`config.mk`:
```
export PLATFORM = sky130hd
export DESIGN_NAME = qrd_feed_ctrl
export DESIGN_NICKNAME = d
export VERILOG_FILES = /design/src/rtl/qrd_feed_ctrl_pkg.sv /design/src/rtl/qrd_feed_ctrl_valid_delay_line.sv /design/src/rtl/qrd_feed_ctrl.sv
export SDC_FILE = /design/constraint.sdc
export NUM_CORES = 1
export LEC_CHECK = 0
export ABC_AREA = 1
export BUFFER_PORTS_ARGS = -buffer_cell sky130_fd_sc_hd__buf_4
export CORE_UTILIZATION = 30
export CTS_BUF_LIST = sky130_fd_sc_hd__clkbuf_16
export CTS_CLUSTER_DIAMETER = 200
export CTS_CLUSTER_SIZE = 28
export DETAILED_ROUTE_END_ITERATION = 12
export GPL_TIMING_DRIVEN = 0
export PLACE_DENSITY_LB_ADDON = 0.25
export SLEW_MARGIN = 20
export SYNTH_ARGS = -nofsm -noshare
export SYNTH_HDL_FRONTEND = slang
export SYNTH_SLANG_ARGS = --single-unit
```
`constraint.sdc`:
```
create_clock -name clk -period 1.8 [get_ports clk]
set_input_delay 0.27 -clock clk [delete_from_list [all_inputs] [get_ports clk]]
set_output_delay 0.27 -clock clk [all_outputs]
set_load 0.005 [all_outputs]
```
`src/rtl/qrd_feed_ctrl_pkg.sv`:
```
// Shared types and default dimensions for the QRD-RLS array input scheduler.
package qrd_feed_ctrl_pkg;

  localparam int QRD_N           = 4;
  localparam int QRD_DATA_LENGTH = 8;
  localparam int QRD_PIPE_LAT    = 19;
  localparam int QRD_CNT_W       = 8;

  typedef enum logic [1:0] {
    QRD_IDLE  = 2'd0,
    QRD_FEED  = 2'd1,
    QRD_DRAIN = 2'd2,
    QRD_DONE  = 2'd3
  } qrd_state_e;

endpackage

```
`src/rtl/qrd_feed_ctrl_valid_delay_line.sv`:
```
// P-stage shift register carrying a valid bit (bit 0) plus payload; payload
// only advances alongside a set valid bit so idle stages hold their last value.
module valid_delay_line #(
  parameter int P = 1,
  parameter int W = 2
) (
  input  logic         clk,
  input  logic         rst_n,
  input  logic         clr,
  input  logic [W-1:0] d_in,
  output logic [W-1:0] d_out
);

  logic [P-1:0][W-1:0] stage_q;
  logic [P-1:0][W-1:0] stage_d;
  logic [P:0][W-1:0]   chain;

  assign chain = {stage_q, d_in};
  assign d_out = chain[P];

  // A flush drops only the valid bits; payload keeps its held value.
  always_comb begin
    stage_d = stage_q;
    for (int i = 0; i < P; i++) begin
      if (clr) begin
        stage_d[i][0] = 1'b0;
      end else if (chain[i][0]) begin
        stage_d[i] = chain[i];
      end else begin
        stage_d[i][0] = 1'b0;
      end
    end
  end

  always_ff @(posedge clk or negedge rst_n) begin
    if (!rst_n) begin
      stage_q <= '0;
    end else begin
      stage_q <= stage_d;
    end
  end

endmodule

```
`src/rtl/qrd_feed_ctrl.sv`:
```
// Frame-level input scheduler: accepts rows, skews them across the array
// columns, tracks each sample through the array latency and sequences the frame.
module qrd_feed_ctrl
  import qrd_feed_ctrl_pkg::*;
#(
  parameter int N           = QRD_N,
  parameter int DATA_LENGTH = QRD_DATA_LENGTH,
  parameter int PIPE_LAT    = QRD_PIPE_LAT,
  parameter int CNT_W       = QRD_CNT_W
) (
  input  logic                     clk,
  input  logic                     rst_n,
  input  logic                     start,
  input  logic                     abort,
  input  logic [CNT_W-1:0]         num_samples,
  input  logic                     in_valid,
  output logic                     in_ready,
  input  logic [N*DATA_LENGTH-1:0] in_row,
  output logic [N*DATA_LENGTH-1:0] col_data,
  output logic [N-1:0]             col_valid,
  output logic                     out_valid,
  output logic                     out_last,
  output logic                     busy,
  output logic                     done
);

  qrd_state_e       state_q, state_d;
  logic [CNT_W-1:0] count_q, count_d;
  logic [CNT_W-1:0] num_q, num_d;
  logic [CNT_W-1:0] count_inc;
  logic             in_ready_q, busy_q, done_q;
  logic             accept, is_last;
  logic [1:0]       tag_out;

  always_comb begin
    state_d   = state_q;
    count_d   = count_q;
    num_d     = num_q;
    count_inc = count_q + CNT_W'(1);
    accept    = in_ready_q && in_valid && !abort;
    is_last   = accept && (count_inc == num_q);

    if (abort) begin
      state_d = QRD_IDLE;
    end else begin
      case (state_q)
        QRD_IDLE: begin
          if (start) begin
            num_d   = num_samples;
            count_d = '0;
            state_d = (num_samples == '0) ? QRD_DONE : QRD_FEED;
          end
        end
        QRD_FEED: begin
          if (accept) begin
            count_d = count_inc;
            if (count_inc == num_q) state_d = QRD_DRAIN;
          end
        end
        QRD_DRAIN: begin
          if (out_last) state_d = QRD_DONE;
        end
        default: state_d = QRD_IDLE;
      endcase
    end
  end

  // Handshake and status outputs are registered from the next state.
  always_ff @(posedge clk or negedge rst_n) begin
    if (!rst_n) begin
      state_q    <= QRD_IDLE;
      count_q    <= '0;
      num_q      <= '0;
      in_ready_q <= 1'b0;
      busy_q     <= 1'b0;
      done_q     <= 1'b0;
    end else begin
      state_q    <= state_d;
      count_q    <= count_d;
      num_q      <= num_d;
      in_ready_q <= (state_d == QRD_FEED);
      busy_q     <= (state_d != QRD_IDLE);
      done_q     <= (state_d == QRD_DONE);
    end
  end

  assign in_ready = in_ready_q;
  assign busy     = busy_q;
  assign done     = done_q;

  // Column k needs k+1 stages so its strobe lands k cycles after column 0.
  for (genvar k = 0; k < N; k++) begin : g_col
    logic [DATA_LENGTH:0] line_out;

    valid_delay_line #(
      .P(k + 1),
      .W(DATA_LENGTH + 1)
    ) u_skew (
      .clk  (clk),
      .rst_n(rst_n),
      .clr  (abort),
      .d_in ({in_row[k*DATA_LENGTH +: DATA_LENGTH], accept}),
      .d_out(line_out)
    );

    assign col_valid[k]                            = line_out[0];
    assign col_data[k*DATA_LENGTH +: DATA_LENGTH] = line_out[DATA_LENGTH:1];
  end

  valid_delay_line #(
    .P(PIPE_LAT + 1),
    .W(2)
  ) u_tag (
    .clk  (clk),
    .rst_n(rst_n),
    .clr  (abort),
    .d_in ({is_last, accept}),
    .d_out(tag_out)
  );

  assign out_valid = tag_out[0];
  assign out_last  = tag_out[1] & tag_out[0];

endmodule

```
# Word-level counts from Yosys, hierarchy flattened
# Cells that the tools add are included.
# totals
inputBits,45
register_bits,141
word_cells,146
# op_classes
bitwise_logic,2
n_reduce_logical,30
eq_ne,7
mux,50
n_addsub,1
# ops
cell,n
1-bit two-way mux,40
2-bit AND reduction,20
8-bit two-way mux,2
8-bit case mux with 2 select lines,1
2-bit two-way mux,6
8-bit by 1-bit adder with 8-bit output (second input constant),1
8-bit == test,1
8-bit logical NOT,1
2-bit case mux with 3 select lines,1
2-bit by 1-bit == test with 1-bit output (second input constant),2
2-bit == test (second input constant),2
2-bit != test (second input constant),2
4-bit AND reduction,1
2-bit nonzero test,2
1-bit logical AND,3
3-bit AND reduction,1
2-bit logical NOT,1
1-bit AND,1
1-bit logical NOT,1
1-bit NOT,1

# Longest topological paths before layout
# depth
depth_word,7
mapped_depth,13

# By module
# A second synthesis with hierarchy kept.
# hier_totals
cells_unflattened,723
hier_area_um2,6511.2
# modules_own_cells
module,seq_area_each_um2,area_per_inst_um2,instances,cells_per_inst
valid_delay_line (g_col[3].u_skew),900.9,1490.2,1,157
valid_delay_line (u_tag),1001.0,1457.6,1,147
qrd_feed_ctrl,525.5,1276.2,1,179
valid_delay_line (g_col[2].u_skew),675.6,1136.1,1,120
valid_delay_line (g_col[1].u_skew),450.4,779.5,1,83
valid_delay_line (g_col[0].u_skew),225.2,371.6,1,37

# Least setup slack after synthesis
# No wires, ideal clock.
# synth_path
path_kind,register -> register
from,reg count_q[0]
to,reg busy_q (netlist: busy)
t_required_ps,1682
path_slack_ps,216
path_buffers,0
stages_incl_launch_ff,14
t_arrival_ps,1466
cell_sequence,dfrtp_1 ha_1 nand2_1 inv_1 nand2_1 nand2_1 nand2_1 nand4_1 nor2_2 nand3_1 nand2_1 nand2_2 nand2_2 nand2_1
# synth_via
elab_chain_cells,7
# synth_rtl
element,line,source
from (decl),qrd_feed_ctrl.sv:28,"logic [CNT_W-1:0] count_q, count_d;"
from (signal assigned),qrd_feed_ctrl.sv:79,count_q <= count_d;
8-bit by 1-bit adder with 8-bit output,qrd_feed_ctrl.sv:39,count_inc = count_q + CNT_W'(1);
8-bit == test,qrd_feed_ctrl.sv:57,if (count_inc == num_q) state_d = QRD_DRAIN;
2-bit two-way mux,qrd_feed_ctrl.sv:57,
2-bit two-way mux,qrd_feed_ctrl.sv:55,if (accept) begin
2-bit case mux with 3 select lines,qrd_feed_ctrl.sv:46,case (state_q)
2-bit two-way mux,qrd_feed_ctrl.sv:43,if (abort) begin
2-bit nonzero test,qrd_feed_ctrl.sv:82,busy_q <= (state_d != QRD_IDLE);
to (signal assigned),qrd_feed_ctrl.sv:82,
to (decl),qrd_feed_ctrl.sv:31,"logic in_ready_q, busy_q, done_q;"
# No other way between the ends.
# A chain may end at the register's enable or synchronous reset.

# Worst setup path after layout
# Ends and elaborated chain as after synthesis.

==> metrics.yaml <==
run_status:
  status: "completed"
finish:
  antenna_cells: 0
  seq_area_sq_um: 3530
  final_cells: 990
  multi_input_area_sq_um: 1710
  areaGrowthSynthToFinish_pct: 28.5
  fin_nets: 790
  nFillCells: 1939
  drive_gt1_frac: 0.234
sta:
  min_period_ns: 1.73
  slew_viol_final: 0
  hold_ws_ns: 0.0429
  fin_crit_sh: 0.962
  tightest_slew_ns: 0.540
  fmax_mhz: 578
  fin_ws_ns: 0.0685
  finalHoldViolations: 0
  slew-limit-headroom: 0.640
  setup_violations: 0
  rsz0062_at_grt: "yes"
  skew_ns: 0.0131
cts:
  numCtsBuffers: 17
  clockBufferDepth: 2
  root_buffer: "clkbuf_16"
  clkSinkCount: 141
  htreeDepth: 4
  insertion_delay_ns: 0.42
  cts_tree: "yes"
  clkTransAtPathRegs_ns: 0.06
placement:
  pre_cts_slack_ns: -0.117
  dp_cells: 955
  dp_hpwl_microns: 8280
  routabilityCongestion: 0.795
  io_buffers: 85
detailed_routing:
  drc: 0
  ant_nets: 0
  via_count: 4138
  firstDrtPassIters: 4
  routedWlPerCell_microns: 12.1
  finalWirelength_microns: 12000
  via_per_inst: 4.18
  first_iter_violations: 207
setup_path:
  crit_type: "flip-flop to flip-flop"
  endpoint_kind: "flip-flop"
  crit_fanout: 3
  startpoint_type: "flip-flop"
  critPathRequiredTime_ns: 2.10
  arrival_ns: 2.03
pwr:
  leakage_nw: 4.06
  vdd_ir_drop_max_mv: 0.591
  power_density_nw_per_um2: 1190
global_route:
  grt_pass1_wl_microns: 20400
  grt_pass1_vias: 4111
  grt_use_total: 0.136
  grt-ovfl-total: 0
  grt_max_degree: 92
  antenna_found_initial: 0
synth:
  syn_inst: 635
  syn_area_sq_um: 5700
  synth_edf_count: 0
  ys_warn_count: 0
  ys_types: 31
  synth_seq_cells: 141
  ys_seq_area_frac: 0.619
  synth_flop_cell: "dfrtp_1"
  syn-num-nets: 681
  async_reset_ff_frac: 1.00
  postSynthAreaPerCell_sq_um: 8.98
floorplanning:
  dieWidth_microns: 140
  die_h_microns: 140
  initial_utilization: 0.306
  num_io_pins: 86
  core_area_sq_um: 18600
  dieArea_sq_um: 19600
  num_rows: 50
worst_hold_path:
  hold_path.class: "input port to flip-flop"
flow_run:
  drv_cap: 0
## cell families (layout without fill, tap and decap cells)
| logic type | after synthesis | in the layout | share of synthesized area |
|---|---|---|---|
| compound gates | 38 | 38 | 0.0362 |
| xor+xnor | 2 | 2 | 0.00439 |
| fa+ha+maj | 1 | 1 | 0.00219 |
| buf+inv | 100 | 221 | 0.0880 |
| flops | 141 | 141 | 0.619 |
| mux | 4 | 4 | 0.00790 |
| simple gates | 349 | 349 | 0.242 |
## timing repair
item / 4_1_cts / 5_1_grt
buffers inserted: 2 / 1
gates resized for setup: 2 / 11
pin swaps: 2 / 8
endpoints found under the setup margin: 4 / 14
hold endpoints to repair: 50 / 0
hold buffers: 1 / 0
## layer usage
layer | routed length, microns | global-route usage | up-vias
met3 | 625 | 0.0440 | 9
met5 | 0 | 0 | -
li1 | - | - | 2138
met4 | 152 | 0.0503 | 0
met2 | 5290 | 0.206 | 89
met1 | 5890 | 0.180 | 1902
## flip-flops by register name (all words and copies together), names as in the netlist
register and cells:
busy 1, done 1, u_tag.d_out 2, u_tag.chain 35, num_q 8, state_q 2, count_q 8, g_col.u_skew.d_out 33
g_col.u_skew.chain 50, in_ready 1
## final timing paths
kind                                      startpoint                         to  slack (ns)  depth (start not counted)
setup / recovery                          count_q[0]                       busy        0.07                         12
max in group asynchronous                      rst_n             u_tag.chain[3]        0.66                          3
setup reg to reg                          count_q[0]                       busy        0.07                         12
min in group asynchronous                      rst_n                   num_q[4]        0.36                          2
hold / removal                            in_row[12]  g_col[1].u_skew.chain[14]        0.04                          3
hold reg to reg            g_col[1].u_skew.chain[10]   g_col[1].u_skew.d_out[1]        0.47                          2
## through the flow
| step | util | setup TNS [ns] | instance area (sq um) | power, mW |
|---|---|---|---|---|
| after floorplan | - | 0 | 5700 | 4.63 |
| after global placement | 0.356 | -32.61 | 6630 | 5.16 |
| after detailed placement | 0.358 | -0.403 | 6670 | 5.20 |
| after CTS | 0.390 | 0 | 7280 | 8.76 |
| after global routing | 0.393 | -0.203 | 7320 | 9.20 |
| final | 0.393 | 0 | 7320 | 8.69 |
## power by group
part / leakage, nW / internal (mW) / switching (mW)
Clock: 0.280 / 2.15 / 1.33
Combinational: 1.93 / 0.683 / 0.598
Sequential: 1.84 / 3.66 / 0.279
Total: 4.06 / 6.49 / 2.20
## synth_stat cells, types with 2 or more instances
master	count	share of area
nor2_2	2	0.0022
nor2_4	2	0.0040
a21oi_1	6	0.0053
nand2_2	7	0.0077
buf_1	4	0.0026
inv_1	52	0.034
o22ai_1	7	0.0077
nor4_1	2	0.0022
buf_4	28	0.037
nand3b_1	2	0.0026
o21ai_1	2	0.0018
nand3_1	8	0.0070
clkbuf_1	9	0.0059
o21ai_0	20	0.018
buf_2	3	0.0026
mux2_2	4	0.0079
dfrtp_1	141	0.62
nand4_1	2	0.0022
nand2_1	311	0.20
nor2_1	12	0.0079
## cell type report
type / count / share of cell area
sequential: 141 / 0.482
multi-input combinational: 394 / 0.233
inverter: 54 / 0.0277
clock buffer: 17 / 0.0581
clock inverter: 14 / 0.0214
timing repair buffer: 90 / 0.0964
buffer: 46 / 0.0412
tap: 234 / 0.0400
## worst max-delay path, cell delays in order (launching register included)
cell     delay [ns]
dfrtp_2        0.43
ha_4           0.28
inv_2          0.03
nand2_1        0.04
nand3_1        0.06
nor2_1         0.13
nand4_1        0.13
nor2_2         0.15
nand3_2        0.08
nand2_1        0.08
nand2_2        0.06
nand2_2        0.08
nand2_1        0.06
## cell usage in the layout, fill, tap and decap left out, drive strengths merged
cell type and n:
mux2 4, o21ai 22, nor4 2, nand3b 2
xnor2 1, nand4 2, clkinv 5, nand3 8
nor3 1, clkinvlp 4, inv 56, a31oi 1
bufinv 3, nand2 318, ha 1, dlygate4sd3 1
o22ai 7, clkbuf 28, nor2 16, o211ai 1
dfrtp 141, a21oi 7, buf 124, xor2 1
(Power assumes the default switching activity.)
